$ cat src/rtl/uart_pkg.sv
`default_nettype none
// ============================================================================
// Module      : uart_pkg
// Description : Shared UART definitions (state encoding and default timing)
//               used by both the transmitter and the receiver.
// Revision    : 1.0 - initial release
// ============================================================================
package uart_pkg;

  // Frame state encoding shared by transmitter and receiver
  typedef enum logic [1:0] {
    IDLE  = 2'd0,
    START = 2'd1,
    DATA  = 2'd2,
    STOP  = 2'd3
  } uart_state_t;

  // 100 MHz system clock at 115200 baud
  localparam int unsigned c_default_clks_per_bit = 868;
  localparam int unsigned c_default_data_bits    = 8;

endpackage : uart_pkg
`default_nettype wire

$ cat src/rtl/uart_baud_gen.sv
`default_nettype none
// ============================================================================
// Module      : uart_baud_gen
// Description : Bit-period counter. Counts 0..CLKS_PER_BIT-1 and wraps; tick
//               marks the last cycle of each bit period. clear restarts the
//               period so a newly accepted frame gets a full-length start bit.
// Revision    : 1.0 - initial release
// ============================================================================
module uart_baud_gen
  import uart_pkg::*;
#(
  parameter int unsigned CLKS_PER_BIT = c_default_clks_per_bit
) (
  input  logic clk,
  input  logic rst,
  input  logic clear,
  output logic tick
);

  localparam int unsigned          c_cnt_w = $clog2(CLKS_PER_BIT + 1);
  localparam logic [c_cnt_w-1:0]   c_last  = c_cnt_w'(CLKS_PER_BIT - 1);

  logic [c_cnt_w-1:0] cnt_q;
  logic [c_cnt_w-1:0] cnt_d;

  // Tick is decoded from the registered count only
  assign tick = (cnt_q == c_last);

  // Next count: restart on clear or at the end of a bit period
  always_comb begin
    cnt_d = cnt_q + c_cnt_w'(1);
    if (clear || tick) begin
      cnt_d = '0;
    end
  end

  // Count register
  always_ff @(posedge clk) begin
    if (rst) begin
      cnt_q <= '0;
    end else begin
      cnt_q <= cnt_d;
    end
  end

endmodule : uart_baud_gen
`default_nettype wire

$ cat src/rtl/uart_tx.sv
`default_nettype none
// ============================================================================
// Module      : uart_tx
// Description : UART transmitter. One start bit, DATA_BITS data bits LSB
//               first, one stop bit. tx, busy and done are all registered.
// Revision    : 1.0 - initial release
// ============================================================================
module uart_tx
  import uart_pkg::*;
#(
  parameter int unsigned CLKS_PER_BIT = c_default_clks_per_bit,
  parameter int unsigned DATA_BITS    = c_default_data_bits
) (
  input  logic                 clk,
  input  logic                 rst,
  input  logic                 start,
  input  logic [DATA_BITS-1:0] data,
  output logic                 tx,
  output logic                 busy,
  output logic                 done
);

  localparam int unsigned        c_idx_w    = (DATA_BITS > 1) ? $clog2(DATA_BITS) : 1;
  localparam logic [c_idx_w-1:0] c_last_idx = c_idx_w'(DATA_BITS - 1);

  uart_state_t          state_q, state_d;
  logic [DATA_BITS-1:0] shift_q, shift_d;
  logic [c_idx_w-1:0]   idx_q,   idx_d;
  logic                 tx_q,    tx_d;
  logic                 busy_q,  busy_d;
  logic                 done_q,  done_d;

  logic                 w_tick;
  logic                 w_accept;

  // A request is only honoured in IDLE (including the done cycle)
  assign w_accept = (state_q == IDLE) && start;

  uart_baud_gen #(
    .CLKS_PER_BIT (CLKS_PER_BIT)
  ) u_baud_gen (
    .clk   (clk),
    .rst   (rst),
    .clear (w_accept),
    .tick  (w_tick)
  );

  // Next-state and next-output logic; the shift register always holds the
  // bits still to be sent, so tx takes shift_q[0] at each data bit boundary
  always_comb begin
    state_d = state_q;
    shift_d = shift_q;
    idx_d   = idx_q;
    tx_d    = tx_q;
    busy_d  = busy_q;
    done_d  = 1'b0;
    case (state_q)
      IDLE: begin
        tx_d   = 1'b1;
        busy_d = 1'b0;
        if (start) begin
          shift_d = data;
          state_d = START;
          tx_d    = 1'b0;
          busy_d  = 1'b1;
        end
      end
      START: begin
        if (w_tick) begin
          state_d = DATA;
          tx_d    = shift_q[0];
          shift_d = shift_q >> 1;
          idx_d   = '0;
        end
      end
      DATA: begin
        if (w_tick) begin
          if (idx_q == c_last_idx) begin
            state_d = STOP;
            tx_d    = 1'b1;
          end else begin
            idx_d   = idx_q + c_idx_w'(1);
            tx_d    = shift_q[0];
            shift_d = shift_q >> 1;
          end
        end
      end
      STOP: begin
        if (w_tick) begin
          state_d = IDLE;
          tx_d    = 1'b1;
          busy_d  = 1'b0;
          done_d  = 1'b1;
        end
      end
      default: begin
        state_d = IDLE;
        tx_d    = 1'b1;
        busy_d  = 1'b0;
      end
    endcase
  end

  // State and output registers; reset wins over any start request
  always_ff @(posedge clk) begin
    if (rst) begin
      state_q <= IDLE;
      shift_q <= '0;
      idx_q   <= '0;
      tx_q    <= 1'b1;
      busy_q  <= 1'b0;
      done_q  <= 1'b0;
    end else begin
      state_q <= state_d;
      shift_q <= shift_d;
      idx_q   <= idx_d;
      tx_q    <= tx_d;
      busy_q  <= busy_d;
      done_q  <= done_d;
    end
  end

  assign tx   = tx_q;
  assign busy = busy_q;
  assign done = done_q;

endmodule : uart_tx
`default_nettype wire

$ cat config.mk
export PLATFORM = sky130hd
export DESIGN_NAME = uart_tx
export DESIGN_NICKNAME = d
export VERILOG_FILES = /design/src/rtl/uart_pkg.sv /design/src/rtl/uart_baud_gen.sv /design/src/rtl/uart_tx.sv
export SDC_FILE = /design/constraint.sdc
export NUM_CORES = 1
export LEC_CHECK = 0
export BUFFER_PORTS_ARGS = -buffer_cell sky130_fd_sc_hd__buf_2
export CAP_MARGIN = 20
export CORE_ASPECT_RATIO = 1.1
export CORE_MARGIN = 3
export CORE_UTILIZATION = 30
export CTS_BUF_LIST = sky130_fd_sc_hd__clkbuf_2 sky130_fd_sc_hd__clkbuf_4 sky130_fd_sc_hd__clkbuf_8
export DETAILED_ROUTE_END_ITERATION = 16
export GPL_ROUTABILITY_DRIVEN = 0
export GPL_TIMING_DRIVEN = 1
export PLACE_DENSITY_LB_ADDON = 0.2
export SLEW_MARGIN = 40
export SYNTH_ARGS = -nofsm -noshare
export SYNTH_HDL_FRONTEND = slang
export SYNTH_SLANG_ARGS = --single-unit
$ cat constraint.sdc
create_clock -name clk -period 1.99 [get_ports clk]
set_input_delay 0.398 -clock clk [delete_from_list [all_inputs] [get_ports clk]]
set_output_delay 0.398 -clock clk [all_outputs]
set_load 0.03 [all_outputs]
==> results.yml, run 1 <==
status:
  outcome: "finished, final reports clean"
sta:
  hold_slack_ps: 383
  tightest_slew_ps: 366
  fmax_mhz: 518
  fin_crit_sh: 0.970
  drv_slew: 0
  hold_violations: 0
  period_needed_ps: 1930
  final.setup.tns_ps: 0
  rsz0062_at_grt: "yes"
  slew_headroom: 0.754
  skew_ps: 9.87
  setup_violations: 0
placed_design:
  dp_hpwl_um: 1970
  port_buffers: 13
  place_area_mm2: 0.00150
route:
  dr_total_vias: 1082
  drt.antenna.violating_nets: 0
  drtPass1Iterations: 4
  drtIter0Drc: 41
  post_drt_wl_per_cell_um: 12.9
  drc_errors: 0
  viasPerCell: 5.03
  routed_wl_um: 2780
min_path:
  hold_path.class: "in2reg"
yosys:
  synth_cells: 139
  yosysTopAreaCellShare: 0.387
  synthFlopType: "dfxtp_1"
  ys_seq_area_frac: 0.387
  syn-cell-area_mm2: 0.00134
  synth_area_leader_cell: "dfxtp_1"
  synthDistinctLibCells: 41
  syn_avg_cell_area_um2: 9.67
  synth_edf_count: 0
  synthTopCellsByArea: "dfxtp_1, ha_1, mux2i_1"
  synth.most_common_cell: "dfxtp_1"
  synthTopCellsByCount: "dfxtp_1, nor2_1, a21oi_1"
  synthArstFlopShare: 0
  yosysWarnings: 0
  syn_nets: 158
  ys_ff_latch: 26
floorplan:
  io_pins: 14
  core_mm2: 0.00414
  initial_utilization: 0.324
  fp-row-count: 24
  die_h_um: 76.2
  die_area_mm2: 0.00532
  die_w_um: 69.8
global_route:
  grt_pass1_wl_um: 4620
  grt.overflow.total: 0
  grt_start_max_net_pins: 19
  grt_pass1_vias: 1051
  grtUsageTotal: 0.103
  antenna_found_initial: 0
critical_path:
  worstPathArrival_ps: 2100
  critical_path_class: "reg2reg"
  end_kind: "register"
  crit_fanout: 8
  cp_cell_sequence: "inv_4 -> ha_4 -> or2_4 -> a2111oi_4 -> buf_4 -> buf_12 -> a21oi_1 -> a41o_2"
  start_kind: "register"
  crit_slowest_cell: "dfxtp_4"
  crit_path_max_incr_delay_ps: 400
  cp.required_ps: 2160
power_and_ir_drop:
  p_switching_uw: 913
  worst_ir_drop_vdd_v: 0.000744
  power_frac_comb: 0.563
  netSwitchingFraction: 0.377
  finalPower_uw: 2420
  p_leak_uw: 0.000638
  clkPwrFrac: 0.142
  p_seq_frac: 0.295
  cellPowerDensity_mw_per_mm2: 1450
  internal_power_uw: 1510
final_layout:
  synthToLayoutAreaGrowth_pct: 24.6
  fin_util: 0.404
  drive_gt1_frac: 0.307
  diodes: 0
  fin_nets: 183
  design_area_mm2: 0.00167
clock_tree:
  cts_buffer_depth: 2
  cts_inserted_buffers: 3
  path_clk_slew_ps: 90
  cts_tree: "done"
  clk_latency_ps: 270
  root_buffer: "clkbuf_8"
  htree_levels: 1
  clock-sinks: 26
job:
  drv_cap: 0
## flip-flops by register name (all words and copies together) (netlist names)
name	count
tx	1
done	1
busy	1
state_q	2
u_baud_gen.cnt_q	10
idx_q	3
shift_q	8
## cells in the final DEF, fill, tap and decap left out, drive strengths merged, types with 6 or more instances in the layout
cell and instances:
nand2 9, a21oi 11, nor2 15, a311oi 7
dfxtp 26, ha 8, xnor2 6, mux2i 8
buf 25
## cell type report
class	instances	area [um^2]
Tap cell	52	65.1
Sequential cell	26	528
Timing Repair Buffer	26	193
Clock buffer	4	55.1
Inverter	5	23.8
Multi-Input combinational cell	102	810
Fill cell	419	2470
## cells by family (layout without fill, tap and decap cells)
| group | count (synthesis) | in the layout | synth area share |
|---|---|---|---|
| flip-flops | 26 | 26 | 0.387 |
| AO/OA/AOI/OAI | 33 | 33 | 0.206 |
| buffers and inverters | 11 | 35 | 0.0447 |
| XOR/XNOR | 8 | 8 | 0.0521 |
| AND/OR/NAND/NOR | 44 | 44 | 0.168 |
| adder cells (fa/ha/maj) | 8 | 8 | 0.0745 |
| multiplexers | 9 | 9 | 0.0680 |
## worst paths after layout
kind	startpoint	endpoint	slack, ps	cells after the start
max reg2reg	state_q[0]	shift_q[7]	60	8
min reg2reg	u_baud_gen.cnt_q[0]	u_baud_gen.cnt_q[0]	480	1
min	data[7]	shift_q[7]	380	2
max	state_q[0]	shift_q[7]	60	8
## power groups by stage
stage               sequential (uW)  clock [uW]  combinational (uW)
finish                          714         344                1360
global route                    726         376                1490
CTS                             687         355                1160
detailed placement              696           0                1110
global placement                691           0                1090
floorplan                       711           0                 839
## repair_timing
| item | 4_1_cts | 5_1_grt |
|---|---|---|
| cloned | 0 | 1 |
| resized for setup | 1 | 15 |
| hold buffers | 0 | 0 |
| setup endpoints to repair | 7 | 23 |
| pin swaps | 1 | 5 |
| setup buffers | 2 | 3 |
## stage by stage
| step | setup slack [ps] | instances |
|---|---|---|
| 2_1_floorplan | 20.1 | 139 |
| 3_3_place_gp | 52.8 | 205 |
| 3_5_place_dp | -56.3 | 205 |
| 4_1_cts | 15.4 | 211 |
| 5_1_grt | -34.5 | 215 |
| 6_report | 60.1 | 215 |
## critical path: cells and delay by family, from the launching register on
| family | cells | cell delay (ps) |
|---|---|---|
| buf+inv | 3 | 370 |
| fa+ha+maj | 1 | 160 |
| compound gates | 3 | 620 |
| flops | 1 | 400 |
| simple gates | 1 | 250 |
## per-layer routing
layer	track usage	share of wire	wire length, um
met3	0.0158	0.021	58
met2	0.176	0.51	1420
met5	0	0	0
met1	0.130	0.45	1260
met4	0.0402	0.014	38
Power figures use the tool's default switching activity.
==> inputs of run 2 (changes only) <==
--- a/config.mk
+++ b/config.mk
@@ -18,4 +18,5 @@
 export SLEW_MARGIN = 40
 export SYNTH_ARGS = -nofsm -noshare
 export SYNTH_HDL_FRONTEND = slang
+export SYNTH_HIERARCHICAL = 1
 export SYNTH_SLANG_ARGS = --single-unit
==> run 2 against run 1 <==
Flip-flop and latch count stayed put; global-route usage is 0.46 points higher; setup slack better by 210 ps; critical path depth fell by 3; final cell count up 7.0%; clock-buffer cell count shrank 1; first-iteration DRC count increased by 2.4%; sequential share of layout area shrank 0.19 points; combinational power fell by 35%; total power is 17% lower; critical path type unchanged; largest cell class unchanged.
==> results.yml, run 2 <==
sta:
  skew_ps: 5.28
  drv_slew: 0
  hold_slack_ps: 370
  tightest_slew_ps: 498
  slew_headroom: 0.668
  fmax_mhz: 580
  period_needed_ps: 1720
  final.setup.worst_slack_ps: 266
  fin_crit_sh: 0.866
  final.setup.tns_ps: 0
  setup_violations: 0
  hold_violations: 0
  rsz0062_at_grt: "no"
critical_path:
  crit_path_max_incr_delay_ps: 440
  cp_top_family: "compound AO/OA/AOI/OAI gates"
  start_kind: "register"
  worstPathArrival_ps: 1880
  cp.depth: 5
  critical_path_class: "reg2reg"
  cp.required_ps: 2150
  crit_start: "state_q[0]"
  cp_cell_sequence: "inv_1 -> ha_1 -> o21bai_4 -> nand4_1 -> nor3b_2"
  end_kind: "register"
  rr_worst_depth: 5
  crit_fanout: 15
  r2r_start: "state_q[0]"
  cp.buffers_inverters: 1
  crit_slowest_cell: "o21bai_4"
floorplan:
  die_area_mm2: 0.00595
  initial_utilization: 0.318
  core_mm2: 0.00478
  die_w_um: 73.8
  io_pins: 14
  die_h_um: 80.6
  fp-row-count: 26
route:
  drt.antenna.violating_nets: 0
  dr_total_vias: 1192
  routed_wl_um: 2900
  drc_errors: 0
  drtIter0Drc: 42
  post_drt_wl_per_cell_um: 12.6
  drtPass1Iterations: 4
  viasPerCell: 5.18
yosys:
  synthDistinctLibCells: 42
  muxShareOfSynthArea: 0.0593
  synth_edf_count: 0
  ys_seq_area_frac: 0.343
  synth.most_common_cell: "dfxtp_1"
  synthFlopType: "dfxtp_1"
  syn_nets: 183
  synthAdderAreaFrac: 0.0659
  synthArstFlopShare: 0
  synthXorXnorAreaFrac: 0.0288
  synthTopCellsByArea: "dfxtp_1, ha_1, mux2i_1"
  synth_cells: 164
  synth_top_family_by_area: "simple AND/OR/NAND/NOR gates"
  yosysWarnings: 6
  ys_ff_latch: 26
  yosysTopAreaCellShare: 0.343
  synth_area_leader_cell: "dfxtp_1"
  syn_avg_cell_area_um2: 9.26
  synthSimpleGateAreaFrac: 0.269
  synth_compound_area_frac: 0.154
  synthTopCellsByCount: "dfxtp_1, nor2_1, nand2_1"
  syn-cell-area_mm2: 0.00152
clock_tree:
  cts_setup_buffers: 0
  clk_latency_ps: 270
  cts_inserted_buffers: 3
  path_clk_slew_ps: 90
  postCtsHoldBufs: 0
  root_buffer: "clkbuf_8"
  clock-sinks: 26
  htree_levels: 1
  cts_buffer_depth: 2
  cts_tree: "done"
global_route:
  grt.overflow.total: 0
  grt_pass1_vias: 1219
  grt_start_max_net_pins: 20
  antenna_found_initial: 0
  grtUsageTotal: 0.108
  grt_pass1_wl_um: 5160
final_layout:
  fin_util: 0.347
  fin_nets: 194
  reg_top3: "u_baud_gen/cnt_q x10, shift_q x8, idx_q x3"
  final_common_cell: "dfxtp_1"
  final_cell_mix: "dfxtp_1, nor2_1, buf_2, nand2_1"
  synthToLayoutAreaGrowth_pct: 9.31
  drive_gt1_frac: 0.207
  multiInputGateArea_um2: 888
  regArea_um2: 520
  diodes: 0
  regMostFlops: "u_baud_gen/cnt_q"
  largest_reg_flops: 10
  fillers: 495
placed_design:
  dp_slack_ps: 193
  port_buffers: 13
  dp_hpwl_um: 2130
min_path:
  min_from: "data[7]"
  hold_path.class: "in2reg"
  hold_depth: 3
power_and_ir_drop:
  worst_ir_drop_vdd_v: 0.000422
  cellPowerDensity_mw_per_mm2: 1210
  p_leak_uw: 0.000621
job:
  drv_cap: 0
status:
  outcome: "finished, final reports clean"
-- run 2: logic make-up (layout without fill, tap and decap cells) --
group           after synthesis  in the layout
flops                        26             26
mux                           9              9
simple gates                 69             69
compound gates               31             31
xor+xnor                      5              5
buf+inv                      16             26
fa+ha+maj                     8              8
-- run 2: worst register-to-register path, delay by kind of cell (launching register included) --
| family | cells | cell delay [ps] |
|---|---|---|
| flops | 1 | 370 |
| fa+ha+maj | 1 | 390 |
| buf+inv | 1 | 100 |
| compound gates | 1 | 440 |
| simple gates | 2 | 310 |
-- run 2: final cells by class --
type                       count  area share
clock buffer                   3      0.0249
clock inverter                 1      0.0181
inverter                       6      0.0136
multi-input combinational    122       0.535
sequential                    26       0.313
tap                           56      0.0422
timing repair buffer          16      0.0528
-- run 2: path summary, 6_finish.rpt --
check / endpoint / slack [ps]
setup / recovery: shift_q[6] / 270
hold / removal: shift_q[7] / 370
setup reg to reg: shift_q[6] / 270
hold reg to reg: busy / 470
-- run 2: power breakdown --
part           internal, uW  switching (uW)  total [uW]
Combinational           398             482         880
Sequential              626            59.5         686
Clock                   269             173         443
Total                  1290             715        2010
-- run 2: per-layer routing --
metal / wire (um) / track usage / vias up
li1: - / - / 607
met1: 1260 / 0.123 / 560
met2: 1530 / 0.193 / 21
met3: 77 / 0.0150 / 4
met4: 39 / 0.0525 / 0
met5: 0 / 0 / -
-- run 2: timing repair --
item / 4_1_cts / 5_1_grt
endpoints found under the hold margin: 0 / 0
setup endpoints to repair: 0 / 7
resized for setup: 0 / 3
-- run 2: stage by stage --
stage	cell area [um^2]	instances	power (uW)
global placement	1580	226	1540
finish	1660	230	2010
floorplan	1520	164	1470
CTS	1650	230	2030
detailed placement	1580	226	1580
global route	1660	230	2150
==> inputs of run 3 (changes only) <==
--- a/config.mk
+++ b/config.mk
@@ -15,6 +15,7 @@
 export GPL_ROUTABILITY_DRIVEN = 0
 export GPL_TIMING_DRIVEN = 1
 export PLACE_DENSITY_LB_ADDON = 0.2
+export REMOVE_ABC_BUFFERS = 1
 export SLEW_MARGIN = 40
 export SYNTH_ARGS = -nofsm -noshare
 export SYNTH_HDL_FRONTEND = slang
==> run 3 against run 2 <==
Cell area rose by 0.90%; critical path depth rose by 2; register-to-register slack got worse by 20 ps; utilization rose by 0.31 points; clock power fell by 21%; combinational power rose by 1%; clock-buffer cell count rose by 1; die area did not move; highest routed layer unchanged.
==> results.yml, run 3 (synthesis results as in run 2) <==
final_layout:
  reg_top3: "u_baud_gen/cnt_q x10, shift_q x8, idx_q x3"
  fin_nets: 197
  final_cell_mix: "dfxtp_1, buf_2, nand2_1, nor2_1"
  largest_reg_flops: 10
  diodes: 0
  drive_gt1_frac: 0.226
  final_common_cell: "dfxtp_1"
  synthToLayoutAreaGrowth_pct: 10.3
  fin_cells: 233
  regMostFlops: "u_baud_gen/cnt_q"
sta:
  setup_violations: 0
  tightest_slew_ps: 541
  fin_crit_sh: 0.876
  rsz0062_at_grt: "no"
  hold_violations: 0
  drv_slew: 0
  period_needed_ps: 1740
  final.setup.tns_ps: 0
  slew_headroom: 0.640
  skew_ps: 7.73
  fmax_mhz: 574
clock_tree:
  clock-sinks: 26
  cts_buffer_depth: 2
  clk_latency_ps: 270
  htree_levels: 1
  cts_resized: 0
  path_clk_slew_ps: 100
  cts_inserted_buffers: 3
  cts_tree: "done"
  postCtsHoldBufs: 0
  root_buffer: "clkbuf_8"
  cts_setup_buffers: 0
floorplan:
  io_pins: 14
  fp-row-count: 26
  die_area_mm2: 0.00595
  die_w_um: 73.8
  die_h_um: 80.6
  core_mm2: 0.00478
  initial_utilization: 0.318
critical_path:
  start_kind: "register"
  cp_top_family: "simple AND/OR/NAND/NOR gates"
  cp.buffers_inverters: 1
  r2r_end: "tx"
  crit_fanout: 9
  crit_path_max_incr_delay_ps: 380
  worstPathArrival_ps: 1910
  rr_worst_depth: 7
  critical_path_class: "reg2reg"
  r2r_start: "u_baud_gen/cnt_q[0]"
  rrSetupSlack_ps: 250
  crit_slowest_cell: "dfxtp_1"
  end_kind: "register"
  cp_cell_sequence: "ha_1 -> nor2b_2 -> nand2_1 -> nor2_2 -> buf_4 -> nor3b_1 -> a311o_1"
  cp.required_ps: 2160
power_and_ir_drop:
  internal_power_uw: 1210
  p_leak_uw: 0.000635
  netSwitchingFraction: 0.374
  cellPowerDensity_mw_per_mm2: 1150
  p_switching_uw: 720
  p_seq_frac: 0.357
  power_frac_comb: 0.463
  clkPwrFrac: 0.181
  worst_ir_drop_vdd_v: 0.000645
min_path:
  hold_depth: 3
  min_from: "data[7]"
  hold_path.class: "in2reg"
  hold_end: "shift_q[7]"
global_route:
  grt_pass1_vias: 1177
  grt_start_max_net_pins: 19
  grt_pass1_wl_um: 5250
  grtUsageTotal: 0.111
  grt.overflow.total: 0
  antenna_found_initial: 0
placed_design:
  dp_hpwl_um: 2180
  dp.cells: 228
  port_buffers: 13
route:
  drtIter0Drc: 38
  drt.antenna.violating_nets: 0
  routed_wl_um: 3000
  drc_errors: 0
  viasPerCell: 5.17
  drtPass1Iterations: 4
  dr_total_vias: 1205
  post_drt_wl_per_cell_um: 12.9
status:
  outcome: "finished, final reports clean"
job:
  drv_cap: 0
-- run 3: tightest hold or removal path: cells and delay by family --
kind | cells | cell delay (ps)
and+or+nand+nor | 1 | 40
buffers and inverters | 1 | 100
muxes | 1 | 50
-- run 3: per-stage QoR --
step                setup WS, ps  utilization  hold slack (ps)  cell area [um^2]  power [uW]
CTS                          145        0.345              345              1650        1940
global placement             260        0.333              442              1590        1550
detailed placement           187        0.333              451              1590        1580
finish                       247        0.350              355              1680        1930
floorplan                   34.5            -              426              1420        1400
global route                23.9        0.350              376              1680        2090
-- run 3: worst max-delay path by stage --
stage	start	end	slack, ps	depth (start not counted)
2_1_floorplan	u_baud_gen/cnt_q[4]	shift_q[5]	30	6
3_3_place_gp	u_baud_gen/cnt_q[0]	shift_q[5]	260	7
3_5_place_dp	u_baud_gen/cnt_q[0]	idx_q[0]	190	8
4_1_cts	u_baud_gen/cnt_q[0]	idx_q[0]	150	8
5_1_grt	u_baud_gen/cnt_q[0]	idx_q[0]	20	8
6_report	u_baud_gen/cnt_q[0]	tx	250	7
-- run 3: power groups by stage --
stage	Clock, uW	Combinational (uW)	Sequential (uW)
after floorplan	0	683	713
after global placement	0	856	696
after detailed placement	0	875	700
after CTS	374	880	688
after global routing	389	998	702
final	348	892	687
-- run 3: area by class of cell --
cell class	instances	area [um^2]
Tap cell	56	70.1
Fill cell	492	3110
Inverter	6	22.5
Multi-Input combinational cell	123	905
Clock buffer	4	55.1
Sequential cell	26	520
Timing Repair Buffer	18	103
-- run 3: metal layers --
layer,routed length (um),global-route usage,vias to the layer above
met1,1410,0.133,566
met5,0,0,-
met2,1440,0.190,25
met4,27,0.0272,0
li1,-,-,610
met3,123,0.0350,4
